### config.mk
export PLATFORM = sky130hd
export DESIGN_NAME = rate_meter
export DESIGN_NICKNAME = d
export VERILOG_FILES = /design/src/rtl/rate_meter.sv
export SDC_FILE = /design/constraint.sdc
export NUM_CORES = 1
export LEC_CHECK = 0
export CAP_MARGIN = 20
export CORE_MARGIN = 2
export CORE_UTILIZATION = 60
export DETAILED_ROUTE_END_ITERATION = 10
export PLACE_DENSITY_LB_ADDON = 0.05
export REMOVE_ABC_BUFFERS = 1
export SLEW_MARGIN = 20
export SYNTH_ARGS = -nofsm -noshare
export SYNTH_HDL_FRONTEND = slang
export SYNTH_SLANG_ARGS = --single-unit
### constraint.sdc
create_clock -name clk -period 3.9 [get_ports clk]
set_input_delay 0.78 -clock clk [delete_from_list [all_inputs] [get_ports clk]]
set_output_delay 0.78 -clock clk [all_outputs]
set_load 0.03 [all_outputs]
### src/rtl/rate_meter.sv
// rate_meter: measures the period of a slow periodic input in clk cycles and
// turns it back into a speed word, floor(MAX_SPEED / period), using a
// bit-serial restoring divider. The result is flagged with a one-cycle valid
// pulse. If no edge arrives within TIMEOUT cycles, the input is reported as
// stalled.
module rate_meter #(
    parameter int MAX_SPEED = 50000000,
    parameter int TIMEOUT   = 67108863
) (
    input  logic        clk,
    input  logic        rst,
    input  logic        sig_in,
    output logic [25:0] period,
    output logic [25:0] speed,
    output logic        valid,
    output logic        stalled
);

    localparam int W = 26;
    localparam logic [W-1:0] MAX_W     = W'(MAX_SPEED);
    localparam logic [W-1:0] TIMEOUT_W = W'(TIMEOUT);
    localparam logic [4:0]   LAST_ITER = 5'(W - 1);

    typedef enum logic [1:0] {
        IDLE    = 2'd0,
        MEASURE = 2'd1,
        DIVIDE  = 2'd2
    } state_t;

    state_t       state_q, state_d;
    logic         s1_q, s2_q, s3_q;
    logic         rise;
    logic [W-1:0] cnt_q, cnt_d;
    logic [W-1:0] div_q, div_d;      // captured period, used as the divisor
    logic [W-1:0] rem_q, rem_d;      // partial remainder; always < divisor, so 26 bits hold it
    logic [W-1:0] dvd_q, dvd_d;      // dividend bits not yet consumed, MSB first
    logic [W-1:0] quo_q, quo_d;
    logic [4:0]   iter_q, iter_d;
    logic [W-1:0] period_q, period_d;
    logic [W-1:0] speed_q, speed_d;
    logic         valid_q, valid_d;
    logic         stalled_q, stalled_d;

    // One restoring-division step: shift in the next dividend bit, then
    // subtract the divisor when the result is not negative.
    logic [W:0]   rem_shift;
    logic [W:0]   rem_diff;
    logic         take;
    logic [W-1:0] rem_next;
    logic [W-1:0] quo_next;

    assign rem_shift = {rem_q, dvd_q[W-1]};
    assign rem_diff  = rem_shift - {1'b0, div_q};
    assign take      = ~rem_diff[W];
    assign rem_next  = take ? rem_diff[W-1:0] : rem_shift[W-1:0];
    assign quo_next  = {quo_q[W-2:0], take};

    assign rise = s2_q & ~s3_q;

    // Two-flop synchronizer plus a history flop for rising-edge detection
    always_ff @(posedge clk) begin
        if (rst) begin
            s1_q <= 1'b0;
            s2_q <= 1'b0;
            s3_q <= 1'b0;
        end else begin
            s1_q <= sig_in;
            s2_q <= s1_q;
            s3_q <= s2_q;
        end
    end

    // State, counter, divider and output registers
    always_ff @(posedge clk) begin
        if (rst) begin
            state_q   <= IDLE;
            cnt_q     <= '0;
            div_q     <= '0;
            rem_q     <= '0;
            dvd_q     <= '0;
            quo_q     <= '0;
            iter_q    <= '0;
            period_q  <= '0;
            speed_q   <= '0;
            valid_q   <= 1'b0;
            stalled_q <= 1'b0;
        end else begin
            state_q   <= state_d;
            cnt_q     <= cnt_d;
            div_q     <= div_d;
            rem_q     <= rem_d;
            dvd_q     <= dvd_d;
            quo_q     <= quo_d;
            iter_q    <= iter_d;
            period_q  <= period_d;
            speed_q   <= speed_d;
            valid_q   <= valid_d;
            stalled_q <= stalled_d;
        end
    end

    // Next-state logic: edge counting, capture, timeout and serial divide
    always_comb begin
        state_d   = state_q;
        div_d     = div_q;
        rem_d     = rem_q;
        dvd_d     = dvd_q;
        quo_d     = quo_q;
        iter_d    = iter_q;
        period_d  = period_q;
        speed_d   = speed_q;
        valid_d   = 1'b0;
        stalled_d = stalled_q;

        // The counter restarts on every edge. A rise during DIVIDE still
        // restarts it, so that edge becomes the start of the next measurement.
        if (rise) begin
            cnt_d = W'(1);
        end else if (state_q == IDLE) begin
            cnt_d = '0;
        end else if (cnt_q >= TIMEOUT_W) begin
            cnt_d = TIMEOUT_W;
        end else begin
            cnt_d = cnt_q + W'(1);
        end

        case (state_q)
            IDLE: begin
                // The first edge only starts timing; there is no earlier edge.
                if (rise) begin
                    state_d = MEASURE;
                end
            end
            MEASURE: begin
                if (rise) begin
                    div_d   = cnt_q;
                    rem_d   = '0;
                    dvd_d   = MAX_W;
                    quo_d   = '0;
                    iter_d  = '0;
                    state_d = DIVIDE;
                end else if (cnt_q == TIMEOUT_W) begin
                    stalled_d = 1'b1;
                    period_d  = '0;
                    speed_d   = '0;
                    state_d   = IDLE;
                end
            end
            DIVIDE: begin
                rem_d  = rem_next;
                dvd_d  = {dvd_q[W-2:0], 1'b0};
                quo_d  = quo_next;
                iter_d = iter_q + 5'd1;
                if (iter_q == LAST_ITER) begin
                    speed_d   = quo_next;
                    period_d  = div_q;
                    valid_d   = 1'b1;
                    stalled_d = 1'b0;
                    state_d   = MEASURE;
                end
            end
            default: begin
                state_d = IDLE;
            end
        endcase
    end

    assign period  = period_q;
    assign speed   = speed_q;
    assign valid   = valid_q;
    assign stalled = stalled_q;

endmodule

======== After elaboration in Yosys (flattened, before gate mapping) ========
Index checks and enable logic that the tools add are counted.
word-level totals
  flip-flop bits (word level) ............. 193
  bits of input ports ..................... 3
  output and inout bits ................... 54
  logic and storage cells ................. 68
cells by class
  add/subtract/negate cells ............... 3
  magnitude comparators ................... 1
  equal/unequal tests ..................... 10
  mux-type cells .......................... 27
  bitwise logic cells ..................... 4
  reductions and logical operators ........ 8
operator list
  kind                                                                   number
  26-bit 2-to-1 mux                                                      8
  26-bit case mux with 2 select lines                                    4
  25-bit case mux with 2 select lines                                    1
  27-bit by 26-bit subtractor with 27-bit output                         1
  26-bit by 1-bit adder with 26-bit output, second input constant        1
  26-bit equality test, second input constant                            1
  26-bit greater-or-equal comparator, second input constant              1
  2-bit inequality test, second input constant                           5
  5-bit case mux with 2 select lines                                     1
  2-bit 2-to-1 mux                                                       4
  1-bit 2-to-1 mux                                                       6
  2-bit case mux with 3 select lines                                     1
  5-bit by 1-bit adder with 5-bit output, second input constant          1
  5-bit equality test, second input constant                             1
  5-bit 2-to-1 mux                                                       1
  2-bit AND reduction                                                    2
  4-bit AND reduction                                                    1
  3-bit inequality test, second input constant                           1
  1-bit inverter                                                         3
  3-bit AND reduction                                                    1
  3-bit OR reduction                                                     1
  2-bit by 1-bit equality test with 1-bit output, second input constant  1
  2-bit equality test, second input constant                             1
  2-bit logical NOT                                                      1
  4 further kinds                                                        4

======== Longest topological paths before layout ========
  word-level depth ........................ 4
  mapped depth ............................ 14
  mapped depth without buffers ............ 13

======== Least setup slack after synthesis ========
Ideal clock, no wire load.
  path kind ............................... register -> register
  start point ............................. reg dvd_q[25]
  end point ............................... reg rem_q[0]
  library setup time ...................... 117 ps
  data arrival time ....................... 2473 ps
  data required time ...................... 3783 ps
  slack ................................... 1310 ps
  stages on the path, launching flop included .. 15
  buffers on the path ..................... 1
  clock period less this slack ............ 2590 ps
  path through ............................ dfxtp_1 > inv_1 > ha_1 > inv_1 > fa_1 > a21oi_1 > nor3_1 > nor2_1 > a21oi_2 > a21oi_1 > o31ai_2 > xor2_1 > buf_4 > mux2i_1 > a22o_1
on the way
  cells in the longest elaborated chain, start to end .. 3
ends and longest elaborated chain
  element                                         line  RTL
  start, declared                                 36    logic [W-1:0] dvd_q, dvd_d;
  start signal, assigned                          92    dvd_q <= dvd_d;
  27-bit by 26-bit subtractor with 27-bit output  53    assign rem_diff = rem_shift - {1'b0, div_q};
  26-bit 2-to-1 mux *                             55    assign rem_next = take ? rem_diff[W-1:0] : rem_shift[W-1:0];
  26-bit case mux with 2 select lines *           127   case (state_q)
  end signal, assigned                            91    rem_q <= rem_d;
  end, declared                                   35    logic [W-1:0] rem_q, rem_d;
Mark *: on every way between the ends. The rest lies on a longest branch, timed or not.
A chain may end at the register's enable or synchronous reset.

======== Worst setup path after layout ========
  start point ............................. reg dvd_q[25]
  end point ............................... reg rem_q[14]
on the way
  cells in the longest elaborated chain, start to end .. 3
ends and longest elaborated chain
  element                                         line
  27-bit by 26-bit subtractor with 27-bit output  53
  26-bit 2-to-1 mux                               55
  26-bit case mux with 2 select lines             127
No other way between the ends.

==> flow_metrics.tcl <==
set metrics [dict create \
    start_kind "flop" \
    crit_type "flop to flop" \
    fin_area_sq_um 9660 \
    start_util 0.612 \
    max_freq_ghz 0.312 \
    synthDistinctLibCells 55 \
    wl_per_cell_microns 14.6 \
    cts_tree "built" \
    synth_compound_area_frac 0.169 \
    ctsResizeCount 0 \
    place_congestion 0.855 \
    synth_top_family_by_area "simple AND/OR/NAND/NOR gates" \
    cts_hold_buf 0 \
    cts_root_buffer "clkbuf_16" \
    status "completed" \
    clock_path_buffers 2 \
    layout.nets 1097 \
    cp-startpoint "dvd_q[25]$_SDFFE_PP0P_" \
    clk_latency_ns 0.44 \
    fillers 1150 \
    die_h_microns 123 \
    hpwl_microns 12000 \
    slowest_stage "xor2_4" \
    yosysWarnings 0 \
    via_count 7040 \
    period_minus_slack_ns 3.20 \
    portBuffers 56 \
    synth-xor-area-share 0.0433 \
    fin_crit_sh 0.821 \
    cts.htree.levels 4 \
    setup_viol_count_final 0 \
    synth_adder_area_share 0.0450 \
    synth_edf_count 0 \
    antenna_found_initial 0 \
    placed_area_sq_um 9090 \
    max_stage_delay_ns 0.41 \
    netlist_area_sq_um 8500 \
    max-cap-violations 0 \
    grt_overflow_total 0 \
    drv_slew 0 \
    grt_pass1_wl_microns 31000 \
    hold_class "flop to flop" \
    synthFlopType "dfxtp_1" \
    multiInputGateArea_sq_um 4320 \
    pin_count 57 \
    crit_arrival_ns 3.48 \
    synthSimpleGateAreaFrac 0.217 \
    crit_required_ns 4.18 \
    cpLargestDelayFamily "compound AO/OA/AOI/OAI gates" \
    post-cts-setup-buffer-count 0 \
    synthCells 1048 \
    grt_max_degree 74 \
    clock_skew_ns 0.0147 \
    hold_viol_final 0 \
    dr.pass1.iters 5 \
    maxSlewHeadroom 0.317 \
    synthArstFlopShare 0 \
    synth_sequential_area_ratio 0.438 \
    cts_sinks 186 \
    tightest_slew_ns 1.02 \
    synthToLayoutAreaGrowth_pct 13.7 \
    r2r_start "dvd_q[25]$_SDFFE_PP0P_" \
    clk_transition_reported_paths_ns 0.07 \
    drc 0 \
    dieArea_sq_um 15100 \
    critPathMaxFanout 20 \
    synth_mux_area_frac 0.0294 \
    vias_per_cell 5.60 \
    syn_area_per_cell_sq_um 8.11 \
    synth_seq_cells 186 \
    fin_util 0.696 \
    grt_pass1_vias 6453 \
    endpoint_kind "flop" \
    grt_usage 0.255 \
    rows 43 \
    cellLeakagePower_nw 3.56 \
    wl_microns 18300 \
    insertedDiodeCount 0 \
    core_sq_um 13900 \
    path_buf_inv 3 \
    vdd_drop_max_v 0.000287 \
    drive_above_1_share 0.0594 \
    path_cells "inv_1 -> ha_1 -> inv_1 -> fa_1 -> a21oi_1 -> nor3_1 -> nor2_1 -> a21oi_2 -> a21oi_1 -> o31ai_2 -> xor2_4 -> buf_12 -> mux2i_1 -> o21ai_0" \
    regArea_sq_um 3720 \
    hp-start "s1_q$_SDFF_PP0_" \
    ant_nets 0 \
    p_per_area_nw_per_um2 377 \
    drtIter0Drc 524 \
    die_width_microns 123 \
    cts_buffers 17 \
    rsz0062_at_grt "false" \
]
sequential cells by signal, summed over array words and instances (netlist names):
name / cells
valid: 1
period: 26
state_q: 2
s1_q: 1
rem_q: 26
speed: 26
s2_q: 1
cnt_q: 26
dvd_q: 19
quo_q: 25
div_q: 26
stalled: 1
iter_q: 5
s3_q: 1
layout make-up:
type | count | share of cell area
inverter | 36 | 0.0140
tap | 180 | 0.0233
multi-input combinational | 755 | 0.447
clock buffer | 17 | 0.0440
timing repair buffer | 68 | 0.0710
clock inverter | 15 | 0.0154
sequential | 186 | 0.385
where the power goes:
| part | leakage [nW] | internal [mW] | switching [mW] |
|---|---|---|---|
| clock network | 0.276 | 0.852 | 0.821 |
| registers | 1.50 | 1.90 | 0.00407 |
| logic | 1.79 | 0.0144 | 0.0479 |
| total | 3.56 | 2.77 | 0.873 |
cell usage after synthesis, types with 12 or more instances:
| master | n | area [sq um] |
|---|---|---|
| ha_1 | 29 | 363 |
| nor3_1 | 32 | 160 |
| dfxtp_1 | 186 | 3720 |
| a21oi_1 | 139 | 696 |
| xor2_1 | 20 | 175 |
| o21ai_0 | 27 | 135 |
| a22oi_1 | 26 | 195 |
| nor2_1 | 77 | 289 |
| mux2i_1 | 25 | 250 |
| clkbuf_1 | 45 | 169 |
| xnor2_1 | 22 | 193 |
| nand2_1 | 169 | 634 |
| nand3_1 | 78 | 390 |
| inv_1 | 36 | 135 |
| o21ai_1 | 12 | 60.1 |
metal layers:
| metal | track usage | wire length, microns | up-vias |
|---|---|---|---|
| met2 | 0.419 | 8570 | 120 |
| li1 | - | - | 3627 |
| met3 | 0.0438 | 602 | 19 |
| met1 | 0.346 | 8920 | 3274 |
| met4 | 0.0760 | 242 | 0 |
| met5 | 0 | 0 | - |
final timing paths:
kind / to / slack, ns / cells after the start
worst min-delay path: s2_q$_SDFF_PP0_ / 0.44 / 1
worst max-delay path: rem_q[14]$_SDFFE_PP0P_ / 0.70 / 14
worst min register to register: s2_q$_SDFF_PP0_ / 0.44 / 1
worst max register to register: rem_q[14]$_SDFFE_PP0P_ / 0.70 / 14
kinds of logic after synthesis:
family / Yosys count
simple gates: 411
compound gates: 247
flops: 186
buf+inv: 107
xor+xnor: 42
fa+ha+maj: 30
mux: 25
worst register-to-register path: cells and delay by family (launching register included):
| kind | cells | cell delay, ns |
|---|---|---|
| compound gates | 5 | 0.82 |
| fa+ha+maj | 2 | 0.55 |
| xor+xnor | 1 | 0.41 |
| buf+inv | 3 | 0.39 |
| simple gates | 2 | 0.36 |
| flops | 1 | 0.30 |
| mux | 1 | 0.22 |
per-stage QoR:
step,total power [mW],cells,setup WS [ns],hold WS [ns],TNS (ns)
detailed placement,2.01,1225,0.699,0.431,0
CTS,3.66,1257,0.680,0.448,0
floorplan,1.97,977,-1.75,0.414,-104.30
global placement,2.01,1225,0.818,0.429,0
global route,3.75,1257,0.425,0.462,0
finish,3.64,1257,0.697,0.444,0
layout by cell type (no fill, tap or decap), drive strengths merged, types with 17 or more instances in the layout:
cell type,synthesis,routed
nor3,33,33
a22oi,26,26
nand3,80,80
xnor2,22,22
dfxtp,186,186
o21ai,40,40
xor2,20,20
clkbuf,45,17
mux2i,25,25
ha,29,29
inv,36,45
clkdlybuf4s50,0,55
a21oi,142,142
nor2,77,77
nand2,170,170
Note: power is estimated with default switching activity, not from simulation.
